### src/rtl/map_recovery_ctrl.sv
// Rename-state recovery sequencer: snapshot arch map, restore spec map, rebuild free list by tag scan.
// Latency: COPY one cycle after squash, then N_PHYS_REG/SCAN_WIDTH accepted beats, then one DONE cycle.
// Backpressure: fl_ready=0 holds scan_ptr and the presented push beat stable; busy stays high throughout.
module map_recovery_ctrl #(
  parameter int N_ARCH_REG = 32,
  parameter int N_PHYS_REG = 64,
  parameter int SCAN_WIDTH = 4,
  localparam int PHYS_BITS = $clog2(N_PHYS_REG)
) (
  input  logic                             clock,
  input  logic                             reset,
  input  logic                             squash_valid,
  input  logic [N_ARCH_REG*PHYS_BITS-1:0]  arch_maptable,
  input  logic                             fl_ready,
  output logic                             busy,
  output logic                             mt_restore,
  output logic [N_ARCH_REG*PHYS_BITS-1:0]  mt_restore_map,
  output logic                             fl_clear,
  output logic [SCAN_WIDTH-1:0]            fl_push_valid,
  output logic [SCAN_WIDTH*PHYS_BITS-1:0]  fl_push_tag,
  output logic                             done
);

  localparam int MAP_BITS = N_ARCH_REG * PHYS_BITS;
  localparam logic [PHYS_BITS-1:0] LAST_PTR = PHYS_BITS'(N_PHYS_REG - SCAN_WIDTH);
  localparam logic [PHYS_BITS-1:0] PTR_STEP = PHYS_BITS'(SCAN_WIDTH);

  typedef enum logic [1:0] {
    IDLE = 2'd0,
    COPY = 2'd1,
    SCAN = 2'd2,
    DONE = 2'd3
  } state_t;

  state_t               state_q, state_d;
  logic [MAP_BITS-1:0]  snapshot_q, snapshot_d;
  logic [PHYS_BITS-1:0] scan_ptr_q, scan_ptr_d;
  logic                 busy_q, busy_d;
  logic                 mt_restore_q, mt_restore_d;
  logic                 fl_clear_q, fl_clear_d;
  logic                 done_q, done_d;

  // Next-state logic; control outputs are derived from the next state so they register alongside it.
  always_comb begin
    state_d    = state_q;
    snapshot_d = snapshot_q;
    scan_ptr_d = scan_ptr_q;
    case (state_q)
      IDLE: begin
        if (squash_valid) begin
          state_d    = COPY;
          snapshot_d = arch_maptable;
        end
      end
      COPY: begin
        scan_ptr_d = '0;
        state_d    = SCAN;
      end
      SCAN: begin
        if (fl_ready) begin
          scan_ptr_d = scan_ptr_q + PTR_STEP;
          if (scan_ptr_q == LAST_PTR) begin
            state_d = DONE;
          end
        end
      end
      DONE: begin
        state_d = IDLE;
      end
      default: begin
        state_d = IDLE;
      end
    endcase
    busy_d       = (state_d != IDLE);
    mt_restore_d = (state_d == COPY);
    fl_clear_d   = (state_d == COPY);
    done_d       = (state_d == DONE);
  end

  // State and registered outputs; synchronous reset aborts any recovery without a done pulse.
  always_ff @(posedge clock) begin
    if (reset) begin
      state_q      <= IDLE;
      snapshot_q   <= '0;
      scan_ptr_q   <= '0;
      busy_q       <= 1'b0;
      mt_restore_q <= 1'b0;
      fl_clear_q   <= 1'b0;
      done_q       <= 1'b0;
    end else begin
      state_q      <= state_d;
      snapshot_q   <= snapshot_d;
      scan_ptr_q   <= scan_ptr_d;
      busy_q       <= busy_d;
      mt_restore_q <= mt_restore_d;
      fl_clear_q   <= fl_clear_d;
      done_q       <= done_d;
    end
  end

  // Push beat: a tag is free iff no snapshot entry names it; duplicates in the snapshot are harmless.
  always_comb begin
    logic [PHYS_BITS-1:0] tag;
    logic                 hit;
    fl_push_valid = '0;
    fl_push_tag   = '0;
    tag           = '0;
    hit           = 1'b0;
    if (state_q == SCAN) begin
      for (int k = 0; k < SCAN_WIDTH; k++) begin
        tag = scan_ptr_q + PHYS_BITS'(k);
        hit = 1'b0;
        for (int r = 0; r < N_ARCH_REG; r++) begin
          if (snapshot_q[r*PHYS_BITS +: PHYS_BITS] == tag) begin
            hit = 1'b1;
          end
        end
        fl_push_valid[k]                     = ~hit;
        fl_push_tag[k*PHYS_BITS +: PHYS_BITS] = tag;
      end
    end
  end

  assign busy           = busy_q;
  assign mt_restore     = mt_restore_q;
  assign mt_restore_map = snapshot_q;
  assign fl_clear       = fl_clear_q;
  assign done           = done_q;

endmodule

### config.mk
export PLATFORM = sky130hd
export DESIGN_NAME = map_recovery_ctrl
export DESIGN_NICKNAME = d
export VERILOG_FILES = /design/src/rtl/map_recovery_ctrl.sv
export SDC_FILE = /design/constraint.sdc
export NUM_CORES = 1
export LEC_CHECK = 0
export BUFFER_PORTS_ARGS = -buffer_cell sky130_fd_sc_hd__buf_2
export CAP_MARGIN = 20
export CORE_ASPECT_RATIO = 0.5
export CORE_MARGIN = 2
export CORE_UTILIZATION = 48
export CTS_CLUSTER_DIAMETER = 50
export DETAILED_ROUTE_END_ITERATION = 6
export PLACE_DENSITY_LB_ADDON = 0.15
export SLEW_MARGIN = 20
export SYNTH_ARGS = -nofsm -noshare
export SYNTH_HDL_FRONTEND = slang
export SYNTH_SLANG_ARGS = --single-unit
### constraint.sdc
create_clock -name clock -period 2.6 [get_ports clock]
set_clock_uncertainty 0.05 [all_clocks]
set_input_delay 0.13 -clock clock [delete_from_list [all_inputs] [get_ports clock]]
set_output_delay 0.13 -clock clock [all_outputs]
set_load 0.005 [all_outputs]
* Yosys cells after proc, flatten, opt, wreduce, memory -nomap -nowiden
Cells that the tools add are included.
W data, S select, Z words.
** Cells by class
- Add/sub/neg operators :: 4
- Equality and inequality tests :: 135
- Mux-type cells :: 140
- Bitwise logic cells :: 4
- Reductions and logical operators :: 5
** Operator list (number)
- $eq A6 B6 Y1 :: 128
- $mux W1 :: 132
- $mux W24 :: 1
- $add A6 B2 Y6 const B :: 2
- $pmux W6 S2 :: 1
- $pmux W2 S4 :: 1
- $add A6 B1 Y6 const B :: 1
- $add A6 B3 Y6 const B :: 1
- $eq A2 B2 Y1 const B :: 3
- $eq A6 B6 Y1 const B :: 1
- $mux W2 :: 3
- $mux W6 :: 1
- $eq A2 B1 Y1 const B :: 2
- $mux W4 :: 1
- $not A1 Y1 :: 4
- $reduce_and A2 Y1 :: 2
- $reduce_bool A2 Y1 :: 2
- $logic_not A2 Y1 :: 1
- $ne A2 B2 Y1 const B :: 1
** Word-level totals
- Bits in registers :: 203
- Input port bits :: 196
- Output and inout bits :: 224

* Depth between registers and ports, before layout
Gate-level depths: netlist of run 1.
- Depth after elaboration :: 37
- Depth in mapped cells :: 9
- Mapped depth without buffers :: 6

* Worst setup path before layout of run 1
No wires, ideal clock.
- Path type :: reg-to-output
- Start point :: register scan_ptr_q[2]
- End point :: output fl_push_valid[1]
- Arrival :: 1.786 ns
- Required time :: 2.420 ns
- Path slack :: 0.634 ns
- Cell stages (with the launch flop) :: 9
- Buffers on the path :: 2
- Path through :: dfxtp_1 buf_6 buf_12 xnor2_1 nand4_2 nor3b_1 or4_1 nor4_1 and3_1
** On the way
- Cells in the longest elaborated chain, start to end :: 37
** Ends and longest elaborated chain
- from (decl) :: line 37 : logic [PHYS_BITS-1:0] scan_ptr_q, scan_ptr_d;
- from (signal assigned) :: line 93 : scan_ptr_q <= scan_ptr_d;
- $add A6 B1 Y6 * :: line 111 : tag = scan_ptr_q + PHYS_BITS'(k);
- $eq A6 B6 Y1 :: line 114 : if (snapshot_q[r*PHYS_BITS +: PHYS_BITS] == tag) begin
- $mux W1 (31 in series) :: line 114
- $mux W1 * :: line 114
- $mux W1 * :: line 109 : if (state_q == SCAN) begin
- $not A1 Y1 * :: line 118 : fl_push_valid[k] = ~hit;
- $mux W4 * :: line 109
- to (decl) :: line 19 : output logic [SCAN_WIDTH-1:0] fl_push_valid,
Mark *: on every way between the ends. The rest lies on a longest branch, timed or not. The select of a mux whose other input is x is not followed.

* Final worst setup path of run 1
- Start point :: register scan_ptr_q[3]
- End point :: output fl_push_valid[0]
** On the way
- Cells in the longest elaborated chain, start to end :: 36
** Ends and longest elaborated chain (line)
- $eq A6 B6 Y1 :: 114
- $mux W1 (31 in series) :: 114
- $mux W1 * :: 114
- $mux W1 * :: 109
- $not A1 Y1 * :: 118
- $mux W4 * :: 109
Marked as above.

==> flow_summary.json, run 1 <==
{
  "fin_area_sq_um": 15300,
  "die_x_um": 206,
  "drt-wirelength-per-cell_um": 19.7,
  "min_path_cells": 2,
  "setup_viol": 4,
  "synth-simple-area-share_pct": 27.6,
  "synthAdderAreaFrac_pct": 0.764,
  "place_area_sq_um": 12100,
  "ys_warn_count": 0,
  "finalWorstSetupSlack_ps": -183,
  "final_max_slew_viol_count": 0,
  "vias_per_cell": 5.56,
  "syn_area_sq_um": 9830,
  "ios": 420,
  "first_global_vias": 11500,
  "die_h_um": 105,
  "htreeDepth": 1,
  "crit_chain": "buf_12 > buf_4 > xnor2_1 > nand4_1 > nor3_2 > or3_1 > or4_4 > nor4_4 > buf_2",
  "crit_path_end_kind": "primary output",
  "ff2ff_path_depth": 6,
  "path_class": "flip-flop to primary output",
  "core-area_sq_um": 19800,
  "async_reset_ff_share_pct": 0,
  "final_hold_viol_count": 0,
  "synth_top_family_by_area": "simple AND/OR/NAND/NOR gates",
  "insertion_delay_ps": 490,
  "gr-total-overflow": 0,
  "finalPower_w": 0.0127,
  "max_freq_ghz": 0.359,
  "drt-pass1-iter-count": 5,
  "numCtsBuffers": 19,
  "synth.ff_latch_count": 201,
  "clock-sinks": 201,
  "antenna_found_initial": 0,
  "clk_pin_slew_ps": 70,
  "drt-initial-drc-count": 1198,
  "regArea_sq_um": 4040,
  "synth_cells": 1281,
  "rsz0062_at_grt": "yes",
  "period_needed_ps": 2780,
  "synth.avg_cell_area_sq_um": 7.68,
  "ant_nets": 0,
  "crit_slowest_cell": "or4_4",
  "synth_cell_types": 55,
  "grt_max_degree": 96,
  "n_antenna_cell": 0,
  "muxShareOfSynthArea_pct": 0.102,
  "final.fill_count": 1332,
  "outcome": "finished, violations left",
  "cts_tree": "yes",
  "die-area_sq_um": 21700,
  "yosysSeqAreaShare_pct": 40.9,
  "irDropWorstVdd_mv": 0.481,
  "multi_input_area_sq_um": 5540,
  "track_usage_pct": 37.1,
  "worstSetupStartpointType": "flip-flop",
  "clockBufferDepth": 3,
  "synth_edf_count": 0,
  "finalSetupTns_ps": -688,
  "violations": "setup timing",
  "critPathMaxStageDelay_ps": 430,
  "dp_hpwl_mm": 27.9,
  "total_leakage_power_nw": 7.04,
  "max-cap-violations": 0,
  "grt_pass1_wl_mm": 62.9,
  "required_ps": 2420,
  "io_buffers": 415,
  "min_path_type": "input port to flip-flop",
  "final_nets": 2071,
  "initial_utilization_pct": 49.7,
  "crit_arrival_ps": 2600,
  "place.gp.congestion": 1.00,
  "synth_compound_area_share_pct": 13.1,
  "wl_mm": 42.3,
  "rows": 36,
  "min_period_over_period_pct": 107,
  "area_growth_pct": 55.4,
  "r2r_slack_ps": 680,
  "root_buffer": "clkbuf_16",
  "synthFlopType": "dfxtp_1",
  "critPathMaxFanout": 11,
  "synth_xor_area_share_pct": 11.4,
  "worst_pin_slew_ps": 570,
  "num_vias": 11900,
  "drc": 0,
  "powerDensity_nw_per_um2": 833,
  "slew_headroom_pct": 62.0,
  "drive_above_1_share_pct": 29.3
}
==> repair_timing <==
item | 4_1_cts | 5_1_grt
pin swaps | 17 | 6
setup endpoints to repair | 4 | 4
endpoints found under the hold margin | 194 | 0
cloned | 1 | 1
hold buffers | 193 | 0
setup buffers | 20 | 6
gates resized for setup | 25 | 35
==> path summary, 6_finish.rpt <==
kind,end,startpoint
setup reg to reg,mt_restore_map[92],state_q[0]
hold reg to reg,mt_restore_map[10],mt_restore_map[10]
hold / removal,state_q[1],reset
setup / recovery,fl_push_valid[0],scan_ptr_q[3]
==> power by group <==
group / internal (W) / total [W] / switching [W]
registers: 0.00364 / 0.00445 / 0.000811
clock network: 0.00178 / 0.00302 / 0.00123
logic: 0.00227 / 0.00526 / 0.00299
total: 0.00770 / 0.0127 / 0.00503
==> sequential cells by signal, indices dropped and copies added (netlist names) <==
signal / count
mt_restore_map: 192
scan_ptr_q: 4
state_q: 2
busy: 1
done: 1
fl_clear: 1
==> final cells by class <==
| type | count | share of cell area [%] |
|---|---|---|
| multi-input cells | 977 | 36.3 |
| repair buffers | 661 | 30.6 |
| flip-flops and latches | 201 | 26.4 |
| clock buffers | 27 | 3.64 |
| well taps | 266 | 2.18 |
| clock inverters | 5 | 0.655 |
| inverters | 9 | 0.221 |
==> routing by layer <==
layer	share of wire (%)	global-route usage [%]	up-vias
met4	3.2	11.8	0
li1	-	-	5442
met1	41	47.5	5669
met3	9.2	8.58	119
met2	47	61.7	701
met5	0	0	-
==> through the flow <==
stage / util (%) / setup slack, ps / instances / hold WS, ps
global placement: 61.0 / 125 / 1894 / 320
finish: 77.2 / -183 / 2146 / 28.9
detailed placement: 61.0 / 71.4 / 1894 / 326
CTS: 75.8 / -127 / 2140 / 26.9
floorplan: - / 634 / 1284 / 216
global route: 77.2 / -250 / 2146 / 47.4
==> cells by family (layout without fill, tap and decap cells) <==
family	after synthesis	count (layout)
adder cells (fa/ha/maj)	6	6
buffers and inverters	106	702
AO/OA/AOI/OAI	237	237
XOR/XNOR	128	128
AND/OR/NAND/NOR	601	601
other	1	4
multiplexers	1	1
flip-flops	201	201
==> synthesized netlist by cell type, types with 2 or more instances <==
cell       instances  area [sq um]
o32ai_1            3          26.3
buf_4             17           128
nand4_2            4          50.1
a21oi_1          197           986
o2111ai_1          3          26.3
nor2_1            27           101
and2_1            10          62.6
xnor2_1           68           596
and4_1             4          35.0
or4_1              3          22.5
nor4_2             3          37.5
o211ai_1           2          15.0
buf_12             2          40.0
buf_8              4          60.1
nand4_1           22           138
a32oi_1            2          17.5
nand3_1           14          70.1
or3b_2             3          26.3
a31oi_1            2          12.5
nor3b_1           21           158
nand3b_1          14           105
a211oi_1           2          15.0
inv_1              9          33.8
o22ai_1            6          37.5
dfxtp_1          201          4020
buf_6              7          78.8
or3_1              4          25.0
nor3_1            20           100
buf_1              5          18.8
a22o_1             2          17.5
nand2b_1           2          12.5
ha_1               6          75.1
o21ai_0            8          40.0
o31ai_1            2          15.0
nor4_1            20           125
and3_1             6          37.5
clkbuf_1          61           229
nand2_1          419          1570
xor2_1            60           526
==> critical path: cells and delay by family, from the launching register on <==
kind                      cells  cell delay [ps]
and+or+nand+nor               5             1140
buffers and inverters         3              460
DFF                           1              360
xor gates and xnor gates      1              150
==> placed cells by master, fill, tap and decap left out, types with 4 or more instances in the layout <==
cell type and count:
nand2_1 418, buf_2 414, a21oi_1 197, dfxtp_1 197, dlygate4sd3_1 193, xnor2_1 65
xor2_1 56, buf_4 31, nor2_1 26, nand4_1 22, clkbuf_16 20, nor3b_1 19
buf_12 17, nor3_1 16, nor4_2 14, nand3b_1 14, nand3_1 14, and2_1 10
inv_1 9, o21ai_0 6, and3_1 6, ha_1 6, nor4_4 5, o22ai_1 5
clkbuf_8 5, nand4_2 4, nor4_1 4, or3_1 4, conb_1 4, buf_6 4
dfxtp_4 4
No activity file was read; power rests on OpenSTA's default activity.
==> inputs of run 2 (changes only) <==
--- a/config.mk
+++ b/config.mk
@@ -7,11 +7,10 @@
 export LEC_CHECK = 0
 export BUFFER_PORTS_ARGS = -buffer_cell sky130_fd_sc_hd__buf_2
 export CAP_MARGIN = 20
-export CORE_ASPECT_RATIO = 0.5
-export CORE_MARGIN = 2
-export CORE_UTILIZATION = 48
+export CORE_AREA = 2 2 165 167
 export CTS_CLUSTER_DIAMETER = 50
 export DETAILED_ROUTE_END_ITERATION = 6
+export DIE_AREA = 0 0 167 169
 export PLACE_DENSITY_LB_ADDON = 0.15
 export SLEW_MARGIN = 20
 export SYNTH_ARGS = -nofsm -noshare
==> flow_summary.json, run 2 (synthesized netlist as in run 1, its figures left out) <==
{
  "outcome": "finished, violations left",
  "violations": "setup timing",
  "powerDensity_nw_per_um2": 847,
  "slew_headroom_pct": 55.8,
  "htreeDepth": 1,
  "dp_slack_ps": 144,
  "drive_above_1_share_pct": 29.0,
  "reg2reg_from": "state_q[0]",
  "finalWorstSetupSlack_ps": -264,
  "switching_share_pct": 38.1,
  "clock_power_share_pct": 27.0,
  "vias_per_cell": 5.04,
  "combinationalPowerShare_pct": 39.5,
  "ant_nets": 0,
  "place.gp.congestion": 0.896,
  "root_buffer": "clkbuf_16",
  "period_needed_ps": 2860,
  "min_path_cells": 4,
  "required_ps": 2420,
  "final_nets": 2103,
  "rows": 60,
  "area_growth_pct": 59.6,
  "grt_max_degree": 92,
  "drc": 0,
  "track_usage_pct": 27.9,
  "total_leakage_power_nw": 7.27,
  "path_class": "flip-flop to primary output",
  "die_x_um": 167,
  "core-area_sq_um": 26500,
  "place_area_sq_um": 12300,
  "final.fill_count": 2379,
  "layoutNonFillerInstCount": 2259,
  "io_buffers": 415,
  "hold_end": "state_q[0]",
  "critPathMaxFanout": 11,
  "final_cell_mix": "418 x nand2_1, 412 x buf_2, 210 x dlygate4sd3_1",
  "clk_pin_slew_ps": 60,
  "die_h_um": 169,
  "final_max_slew_viol_count": 0,
  "dp.cells": 1978,
  "power.internal_w": 0.00823,
  "finalPower_w": 0.0133,
  "min_period_over_period_pct": 110,
  "min_path_type": "input port to flip-flop",
  "clock-sinks": 201,
  "setup_viol": 4,
  "rsz0062_at_grt": "yes",
  "max-cap-violations": 0,
  "initial_utilization_pct": 37.1,
  "irDropWorstVdd_mv": 0.547,
  "drt-pass1-iter-count": 6,
  "crit_path_end_kind": "primary output",
  "insertion_delay_ps": 530,
  "ios": 420,
  "worstSetupStartpointType": "flip-flop",
  "antenna_found_initial": 0,
  "max_freq_ghz": 0.349,
  "wl_mm": 41.8,
  "drt-initial-drc-count": 702,
  "fin_area_sq_um": 15700,
  "r2r_slack_ps": 200,
  "clockBufferDepth": 3,
  "crit_arrival_ps": 2680,
  "num_vias": 11400,
  "final_common_cell": "nand2_1",
  "worstReg2RegEnd": "mt_restore_map[91]",
  "die-area_sq_um": 28200,
  "power.net_switching_w": 0.00506,
  "first_global_vias": 11000,
  "largest_reg_flops": 192,
  "dp_hpwl_mm": 29.2,
  "numCtsBuffers": 25,
  "min_from": "squash_valid",
  "cts_tree": "yes",
  "n_antenna_cell": 0,
  "ff2ff_path_depth": 7,
  "final_hold_viol_count": 0,
  "drt-wirelength-per-cell_um": 18.5,
  "grt_pass1_wl_mm": 62.4,
  "worst_pin_slew_ps": 657,
  "pwr-share-seq_pct": 33.5,
  "gr-total-overflow": 0
}
[run 2: how the worst max path moves through the flow]
| stage | start | end | cells past startpoint |
|---|---|---|---|
| 2_1_floorplan | scan_ptr_q[2] | fl_push_valid[1] | 8 |
| 3_3_place_gp | scan_ptr_q[2] | fl_push_valid[1] | 8 |
| 3_5_place_dp | scan_ptr_q[5] | fl_push_valid[1] | 8 |
| 4_1_cts | scan_ptr_q[5] | fl_push_valid[0] | 8 |
| 5_1_grt | scan_ptr_q[5] | fl_push_valid[1] | 9 |
| 6_report | scan_ptr_q[4] | fl_push_valid[1] | 9 |
[run 2: layout make-up]
cell class | instances | area (sq um) | share of cell area, %
Clock inverter | 11 | 159 | 1.01
Clock buffer | 33 | 696 | 4.43
Sequential cell | 201 | 4040 | 25.7
Multi-Input combinational cell | 977 | 5410 | 34.5
Timing Repair Buffer | 687 | 4930 | 31.4
Tap cell | 341 | 427 | 2.72
Inverter | 9 | 33.8 | 0.215
[run 2: routing by layer]
metal	share of wire, %	track usage [%]	up-vias
met3	6.3	4.19	84
li1	-	-	5531
met4	2.9	8.21	0
met1	43	36.0	5296
met5	0	0	-
met2	48	48.5	465
[run 2: metrics by stage]
step / TNS, ps / hold WS, ps / utilization [%]
after detailed placement: 0 / 325 / 46.3
after global routing: -1250 / 166 / 59.2
after global placement: 0 / 320 / 46.3
after CTS: -1150 / 122 / 58.5
after floorplan: 0 / 216 / -
final: -888 / 133 / 59.2
[run 2: power by group through the flow]
stage	logic, W	clock network (W)	registers (W)
final	0.00524	0.00359	0.00446
after global routing	0.00573	0.00378	0.00453
after CTS	0.00499	0.00365	0.00444
after detailed placement	0.00452	0	0.00450
after global placement	0.00450	0	0.00451
after floorplan	0.00266	0	0.00426
[run 2: critical path: stages, from the launching register on]
cell and delay, ps:
dfxtp_4 360, buf_12 150, xnor2_1 130, nand4_1 150, buf_4 160, nor3b_1 50, or4_4 570, nor4_4 260
and3_4 250, buf_6 100
[run 2: what timing repair did]
item                       4_1_cts  5_1_grt
setup endpoints to repair        4        4
pin swaps                       10       15
resized for setup               13       24
cloned                           3        0
buffers inserted                15       12
hold endpoints to repair       198        0
hold buffers                   210        0
